===== config.mk =====
export PLATFORM = sky130hd
export DESIGN_NAME = rc4_ctrl
export DESIGN_NICKNAME = d
export VERILOG_FILES = /design/src/rtl/rc4_pkg.sv /design/src/rtl/rc4_key_sel.sv /design/src/rtl/rc4_ctrl.sv
export SDC_FILE = /design/constraint.sdc
export NUM_CORES = 1
export LEC_CHECK = 0
export ABC_CLOCK_PERIOD_IN_PS = 16700
export BUFFER_PORTS_ARGS = -buffer_cell sky130_fd_sc_hd__buf_2
export CAP_MARGIN = 20
export CORE_MARGIN = 5
export CORE_UTILIZATION = 35
export CTS_BUF_LIST = sky130_fd_sc_hd__clkbuf_8
export CTS_CLUSTER_SIZE = 25
export DETAILED_ROUTE_END_ITERATION = 10
export MAX_ROUTING_LAYER = met4
export PLACE_DENSITY = 0.55
export RECOVER_POWER = 25
export REMOVE_ABC_BUFFERS = 1
export SYNTH_ARGS = -nofsm -noshare
export SYNTH_HDL_FRONTEND = slang
export SYNTH_SLANG_ARGS = --single-unit
export TNS_END_PERCENT = 5

===== constraint.sdc =====
create_clock -name clk -period 16.7 [get_ports clk]
set_input_delay 1.67 -clock clk [delete_from_list [all_inputs] [get_ports clk]]
set_output_delay 1.67 -clock clk [all_outputs]
set_load 0.01 [all_outputs]

===== src/rtl/rc4_pkg.sv =====
// Shared constants and state encoding for the RC4 sequencer.
// States are plain localparams so older tools can consume them too.
package rc4_pkg;

    localparam int SBOX_DEPTH = 256;
    localparam int ADDR_W     = 8;
    localparam int DATA_W     = 8;

    localparam logic [ADDR_W-1:0] LAST_IDX = ADDR_W'(SBOX_DEPTH - 1);

    typedef logic [3:0] state_t;

    localparam state_t IDLE   = 4'd0;
    localparam state_t INIT   = 4'd1;
    localparam state_t KSA_A  = 4'd2;
    localparam state_t KSA_B  = 4'd3;
    localparam state_t KSA_C  = 4'd4;
    localparam state_t PRGA_A = 4'd5;
    localparam state_t PRGA_B = 4'd6;
    localparam state_t PRGA_C = 4'd7;
    localparam state_t PRGA_D = 4'd8;
    localparam state_t OUT    = 4'd9;

endpackage


===== src/rtl/rc4_key_sel.sv =====
// Latched key register and the key-byte index that cycles over key_len.
// The key is captured once per start so the input may change afterwards.
module rc4_key_sel
    import rc4_pkg::*;
#(
    parameter int KEY_MAX_BYTES = 16,
    parameter int KLEN_W        = 5
) (
    input  logic                       clk,
    input  logic                       rst,
    input  logic                       load_i,
    input  logic                       adv_i,
    input  logic [KEY_MAX_BYTES*8-1:0] key_i,
    input  logic [KLEN_W-1:0]          klen_i,
    output logic [DATA_W-1:0]          key_byte_o
);

    logic [KEY_MAX_BYTES*8-1:0] key_q;
    logic [KLEN_W-1:0]          klen_q;
    logic [KLEN_W-1:0]          kidx_q;
    logic [KLEN_W-1:0]          kidx_d;
    logic                       last;

    assign last = (kidx_q == klen_q - KLEN_W'(1));

    always_comb begin
        kidx_d = kidx_q;
        if (load_i) begin
            kidx_d = '0;
        end else if (adv_i) begin
            kidx_d = last ? '0 : kidx_q + KLEN_W'(1);
        end
    end

    always_ff @(posedge clk or posedge rst) begin
        if (rst) begin
            key_q  <= '0;
            klen_q <= '0;
            kidx_q <= '0;
        end else begin
            kidx_q <= kidx_d;
            if (load_i) begin
                key_q  <= key_i;
                klen_q <= klen_i;
            end
        end
    end

    assign key_byte_o = DATA_W'(key_q >> {kidx_q, 3'b000});

endmodule


===== src/rtl/rc4_ctrl.sv =====
// RC4 sequencer: identity init, KSA, then PRGA over a 3-port S-box RAM.
// Ports 2 and 3 are never written together; each swap spans two cycles.
module rc4_ctrl
    import rc4_pkg::*;
#(
    parameter int KEY_MAX_BYTES = 16,
    parameter int KLEN_W        = 5
) (
    input  logic                       clk,
    input  logic                       rst,
    input  logic                       start,
    input  logic                       stop,
    input  logic [KEY_MAX_BYTES*8-1:0] key,
    input  logic [KLEN_W-1:0]          key_len,
    output logic                       busy,
    output logic [DATA_W-1:0]          ks_data,
    output logic                       ks_valid,
    input  logic                       ks_ready,
    output logic [ADDR_W-1:0]          ram_raddr_1,
    input  logic [DATA_W-1:0]          ram_rdata_1,
    output logic                       ram_wen_2,
    output logic [ADDR_W-1:0]          ram_waddr_2,
    output logic [DATA_W-1:0]          ram_wdata_2,
    output logic                       ram_wen_3,
    output logic [ADDR_W-1:0]          ram_addr_3,
    output logic [DATA_W-1:0]          ram_wdata_3,
    input  logic [DATA_W-1:0]          ram_rdata_3
);

    localparam logic [KLEN_W-1:0] KMAX = KLEN_W'(KEY_MAX_BYTES);

    state_t              state_q, state_d;
    logic [ADDR_W-1:0]   i_q, i_d;
    logic [ADDR_W-1:0]   j_q, j_d;
    logic [DATA_W-1:0]   si_q, si_d;
    logic [DATA_W-1:0]   sj_q, sj_d;
    logic [DATA_W-1:0]   ks_data_q, ks_data_d;
    logic                ks_valid_q, ks_valid_d;
    logic                pend_q, pend_d;
    logic                load;
    logic                adv;
    logic                klen_ok;
    logic [DATA_W-1:0]   key_byte;

    rc4_key_sel #(
        .KEY_MAX_BYTES(KEY_MAX_BYTES),
        .KLEN_W       (KLEN_W)
    ) u_key_sel (
        .clk       (clk),
        .rst       (rst),
        .load_i    (load),
        .adv_i     (adv),
        .key_i     (key),
        .klen_i    (key_len),
        .key_byte_o(key_byte)
    );

    assign klen_ok = (key_len != '0) && (key_len <= KMAX);

    always_comb begin
        state_d     = state_q;
        i_d         = i_q;
        j_d         = j_q;
        si_d        = si_q;
        sj_d        = sj_q;
        ks_data_d   = ks_data_q;
        ks_valid_d  = ks_valid_q;
        pend_d      = pend_q;
        load        = 1'b0;
        adv         = 1'b0;
        ram_raddr_1 = '0;
        ram_wen_2   = 1'b0;
        ram_waddr_2 = '0;
        ram_wdata_2 = '0;
        ram_wen_3   = 1'b0;
        ram_addr_3  = '0;
        ram_wdata_3 = '0;
        case (state_q)
            IDLE: begin
                pend_d = 1'b0;
                if (start && klen_ok) begin
                    load    = 1'b1;
                    i_d     = '0;
                    j_d     = '0;
                    state_d = INIT;
                end
            end
            INIT: begin
                ram_wen_2   = 1'b1;
                ram_waddr_2 = i_q;
                ram_wdata_2 = i_q;
                i_d         = i_q + 8'd1;
                if (i_q == LAST_IDX) state_d = KSA_A;
                if (stop) state_d = IDLE;
            end
            KSA_A: begin
                ram_raddr_1 = i_q;
                si_d        = ram_rdata_1;
                j_d         = j_q + ram_rdata_1 + key_byte;
                state_d     = stop ? IDLE : KSA_B;
            end
            KSA_B: begin
                ram_addr_3  = j_q;
                ram_wen_2   = 1'b1;
                ram_waddr_2 = i_q;
                ram_wdata_2 = ram_rdata_3;
                state_d     = stop ? IDLE : KSA_C;
            end
            KSA_C: begin
                ram_wen_3   = 1'b1;
                ram_addr_3  = j_q;
                ram_wdata_3 = si_q;
                i_d         = i_q + 8'd1;
                adv         = 1'b1;
                if (i_q == LAST_IDX) begin
                    j_d     = '0;
                    state_d = PRGA_A;
                end else begin
                    state_d = KSA_A;
                end
                if (stop) state_d = IDLE;
            end
            PRGA_A: begin
                if (stop || pend_q) begin
                    state_d = IDLE;
                end else begin
                    ram_raddr_1 = i_q + 8'd1;
                    i_d         = i_q + 8'd1;
                    j_d         = j_q + ram_rdata_1;
                    si_d        = ram_rdata_1;
                    state_d     = PRGA_B;
                end
            end
            PRGA_B: begin
                ram_addr_3  = j_q;
                ram_wen_2   = 1'b1;
                ram_waddr_2 = i_q;
                ram_wdata_2 = ram_rdata_3;
                sj_d        = ram_rdata_3;
                pend_d      = pend_q | stop;
                state_d     = PRGA_C;
            end
            PRGA_C: begin
                ram_wen_3   = 1'b1;
                ram_addr_3  = j_q;
                ram_wdata_3 = si_q;
                pend_d      = pend_q | stop;
                state_d     = PRGA_D;
            end
            PRGA_D: begin
                ram_raddr_1 = si_q + sj_q;
                ks_data_d   = ram_rdata_1;
                ks_valid_d  = 1'b1;
                pend_d      = pend_q | stop;
                state_d     = OUT;
            end
            OUT: begin
                // An abort discards the held byte even if it is being accepted.
                if (stop || pend_q) begin
                    ks_valid_d = 1'b0;
                    state_d    = IDLE;
                end else if (ks_ready) begin
                    ks_valid_d = 1'b0;
                    state_d    = PRGA_A;
                end
            end
            default: begin
                ks_valid_d = 1'b0;
                state_d    = IDLE;
            end
        endcase
    end

    always_ff @(posedge clk or posedge rst) begin
        if (rst) begin
            state_q    <= IDLE;
            i_q        <= '0;
            j_q        <= '0;
            si_q       <= '0;
            sj_q       <= '0;
            ks_data_q  <= '0;
            ks_valid_q <= 1'b0;
            pend_q     <= 1'b0;
        end else begin
            state_q    <= state_d;
            i_q        <= i_d;
            j_q        <= j_d;
            si_q       <= si_d;
            sj_q       <= sj_d;
            ks_data_q  <= ks_data_d;
            ks_valid_q <= ks_valid_d;
            pend_q     <= pend_d;
        end
    end

    assign busy     = (state_q != IDLE);
    assign ks_data  = ks_data_q;
    assign ks_valid = ks_valid_q;

endmodule


# After elaboration in Yosys (flattened, before gate mapping)
# Cells that the tools add are included.
# classes
eq_ne,16
n_reduce_logical,23
bitwise,2
n_mul,0
shift,1
div_mod_pow,0
n_lt_le_gt_ge,1
n_addsub,6
muxes,37
# op_table
op,count
right shift 128 x 8 -> 8 bit,1
2-to-1 mux 8 bit,9
one-hot mux 8 bit (3 select lines),2
one-hot mux 4 bit (10 select lines),1
one-hot mux 8 bit (2 select lines),2
one-hot mux 8 bit (4 select lines),1
adder 8 bit,3
2-to-1 mux 4 bit,6
== test 4 x 3 -> 1 bit (second input constant),4
2-to-1 mux 5 bit,3
2-to-1 mux 3 bit,3
adder 8 x 1 -> 8 bit (second input constant),1
== test 4 x 2 -> 1 bit (second input constant),2
== test 4 bit (second input constant),2
== test 8 bit (second input constant),1
nonzero test 4 bit,2
OR reduction 8 bit,1
2-to-1 mux 1 bit,7
!= test 2 bit (second input constant),3
!= test 3 bit (second input constant),2
AND reduction 3 bit,2
nonzero test 2 bit,3
OR reduction 2 bit,3
OR reduction 3 bit,2
other kinds (18),20
# word_totals
rom_bits,0
register_bits,184
mem_bits_rw,0
memories,0
latchBits,0
word_cells,97

# Depth between registers and ports, before layout
# logic_depth
depth_word,6
mapped_depth,15

# Modules after synthesis
# Synthesis repeated with hierarchy kept, for this count alone.
# hier_totals
cells_unflattened,799
hier_area_um2,10025.9
# modules_own_cells
mod,cells_each,seq_area_each_um2,instances,area_each_um2
rc4_key_sel,384,3453.3,1,6419.9
rc4_ctrl,415,1151.1,1,3606.0

# Worst setup path before layout
# OpenSTA, ideal clock, no wires.
# synth_timing
path_kind,input to register
start,input ram_rdata_1[0]
end,register j_q[7]
setup_ns,0.124
required_time_ns,16.576
stages,13
slack_ns,12.365
arrival_time_ns,4.210
cell_sequence,ha_1 fa_1 a21o_1 a21oi_1 o21bai_1 a21oi_1 xnor2_1 ha_1 nor2b_1 a311oi_1 xnor3_1 nand2_1 a21oi_2
# synth_via
elab_chain_len,3
# synth_lines
item,line_no,text
start: declaration,rc4_ctrl.sv:20,"input logic [DATA_W-1:0] ram_rdata_1,"
adder 8 bit *,"rc4_ctrl.sv:99, rc4_ctrl.sv:129",
adder 8 bit or 2-to-1 mux 8 bit (tied branches),"rc4_ctrl.sv:99, rc4_ctrl.sv:124",
one-hot mux 8 bit (4 select lines) *,rc4_ctrl.sv:78,case (state_q)
end signal: assignment,rc4_ctrl.sv:187,j_q <= j_d;
end: declaration,rc4_ctrl.sv:34,"logic [ADDR_W-1:0] j_q, j_d;"
# Mark *: on every way between the ends. The rest lies on a longest branch, timed or not. The select of a mux whose other input is x is not followed.
# A chain may end at the register's enable or synchronous reset.

==> impl_results.md <==
- Router iterations before antenna repair: 5
- Row count: 61
- Max-cap violations: 1
- Final WL: 26200 um
- Max H-tree Level: 4
- CTS clk-pin slew, worst paths: 0.11 ns
- TritonCTS clock tree: built
- # hold bufs at CTS: 0
- Crit end category: async pin
- Core area: 27700 um2
- Max incr delay on CP: 2.82 ns
- Asr flop ratio synth: 1.00
- Global-route wire length before repair: 42400 um
- Gr usage total: 0.173
- Largest family of logic cells by synthesized area: simple AND/OR/NAND/NOR gates
- Endpoints failing setup: 0
- Post-synth EDFFs: 0
- Commonest cells in the netlist: 443 x nand2_1, 184 x dfrtp_1, 43 x nor2_1
- CTS sink cnt: 184
- CP max FO: 111
- DRC Markers: 0
- R2R setup slack: 12.65 ns
- Vias: 7934
- Util after Layout: 0.417
- Met3 GRT Util: 0.0307
- Hold path depth: 2
- Max-slew violations: 112
- Critical path class: input port to async pin
- Total power: 1.84 mW
- Hold Crit Start: u_key_sel.key_q[24]$_DFFE_PP0P_
- Share of layout cells above drive strength 1: 0.248
- Synth Cell Area: 9810 um2
- Worst skew pair latency: 0.48 ns
- Syn avg cell area: 9.20 um2
- Ys flop type: dfrtp_1
- Violations in the final reports: capacitance limit, slew limit
- Vias per inst: 4.86
- Die height: 177 um
- Die area: 31500 um2
- Synth Area in Simple Gates: 0.242
- Critical Path Start: rst
- Hpwl dp: 18500 um
- PortBufs: 205
- Grt peak-use layer: met2
- Postcts setup bufs: 0
- Pleak: 5.85 nW
- Req. time, crit path: 16.08 ns
- CP startpoint kind: input port
- Worst Reg-to-Reg Cells: 12
- Worst IR Drop VDD: 0.0000535 V
- Setup tns final: 0 ns
- Compound-cell area share of the yosys netlist: 0.0828
- Period utilization: 0.319
- Post-synthesis sequential area ratio: 0.470
- Post-layout min period: 5.32 ns
- Largest net degree at the start of global routing: 112
- DRT iter0 DRCs: 414
- Slew @ Worst Pin: 5.12 ns
- Cells along the critical path: buf_2, clkinvlp_2
- Met2 usage: 0.267
- Placed cell count: 1601
- Normalized max-slew margin: -2.43
- Post-synth top area share: 0.470
- R2r startpoint: u_key_sel.kidx_q[0]$_DFFE_PP0P_
- Post-Synth XOR/XNOR Area: 0.0255
- Reg2reg end: j_q[7]$_DFFE_PP0P_
- Area leader, netlist: dfrtp_1
- Area contributors post-synth: dfrtp_1 47%, nand2_1 17%, mux4_2 8.7%
- Fin Clk Skew: 0.0236 ns
- Fin cells: 1634
- Post-synthesis adder-cell area fraction: 0.0367
- Cts bufs inserted: 17
- Crit path buffers/inverters: 2
- Final net count: 1423
- CP max-delay cell: clkinvlp_2
- Wirelength per Cell: 16.0 um
- Synthesized flop and latch total: 184
- Most frequent cell after synthesis: nand2_1
- Max clock buf depth: 2
- Met1 Usage GRT: 0.242
- Layout Area Growth over Synthesis: 17.7%
- Root buffer cell: clkbuf_8
- Cells after Synth: 1066
- Hold Crit Endpoint: u_key_sel.key_q[24]$_DFFE_PP0P_
- # resized after CTS: 0
- Final GP Congestion: 0.843
- RSZ-0062 raised after global routing: false
- # IOs: 206
- DRT antenna net count: 0
- Post-synthesis mux area share: 0.109
- Gr ovfl total: 0
- Status: complete, but fails checks
- Die X: 177 um
- Final Hold Viols: 0
- CP arrival: 4.70 ns
- Hold/Removal Path Class: register to register
- Initial antenna violation count: 1
- Number of global-route vias before repair: 8109
- Max Clock Freq: 0.188 GHz
- Delay-heaviest family, CP: buffers and inverters
- Power per cell area: 160 nW/um2
- Initial core utilization: 0.354
- Distinct cells, synth: 60
- Synth Warn #: 0
-- final cells by class --
type	instances	area, um2
antenna	1	2.50
clock buffer	17	234
clock inverter	15	195
fill	2765	16200
inverter	19	72.6
multi-input combinational	807	4870
sequential	184	4610
tap	378	473
timing repair buffer	213	1080
-- power breakdown --
part | internal, mW | switching, mW
Clock | 0.117 | 0.198
Combinational | 0.359 | 0.404
Sequential | 0.634 | 0.131
-- registers in the layout (all words and copies together), names as in the netlist --
signal            cells
ks_valid              1
u_key_sel.klen_q      5
pend_q                1
si_q                  8
j_q                   8
i_q                   8
ks_data               8
u_key_sel.key_q     128
sj_q                  8
u_key_sel.kidx_q      5
state_q               4
-- metal layers --
| metal | wire, um | share of wire |
|---|---|---|
| met5 | 0 | 0 |
| met4 | 235 | 0.0090 |
| met3 | 1370 | 0.052 |
| met2 | 11800 | 0.45 |
| met1 | 12800 | 0.49 |
-- cell usage in the layout (no fill, tap or decap), drive strengths merged, types with 18 or more instances in the layout --
master  Yosys  final
mux4       38     38
dfrtp     184    184
buf        34    212
a21oi      32     32
o21ai      33     33
nand2     443    443
inv        18     23
nor2       43     43
clkbuf     22     18
and2       24     24
ha         24     24
-- how the worst max path moves through the flow --
stage | end | slack (ns) | cells after the start
5_1_grt | u_key_sel.kidx_q[0]$_DFFE_PP0P_ | 10.43 | 2
3_5_place_dp | j_q[7]$_DFFE_PP0P_ | 11.99 | 14
6_report | u_key_sel.kidx_q[0]$_DFFE_PP0P_ | 11.38 | 2
3_3_place_gp | j_q[7]$_DFFE_PP0P_ | 12.06 | 14
4_1_cts | ram_raddr_1[6] | 11.76 | 8
2_1_floorplan | u_key_sel.klen_q[0]$_DFFE_PP0P_ | 9.79 | 5
-- per-stage QoR --
step	hold slack, ns	area, um2	setup slack [ns]
finish	0.479	11500	11.38
global route	0.498	11500	10.43
CTS	0.485	11500	11.76
detailed placement	0.457	11100	11.99
global placement	0.451	11100	12.06
floorplan	0.440	9540	9.79
-- logic make-up after synthesis --
logic type,Yosys count
mux,57
buf+inv,75
fa+ha+maj,27
compound gates,125
xor+xnor,27
flops,184
simple gates,571
(Power assumes the default switching activity.)
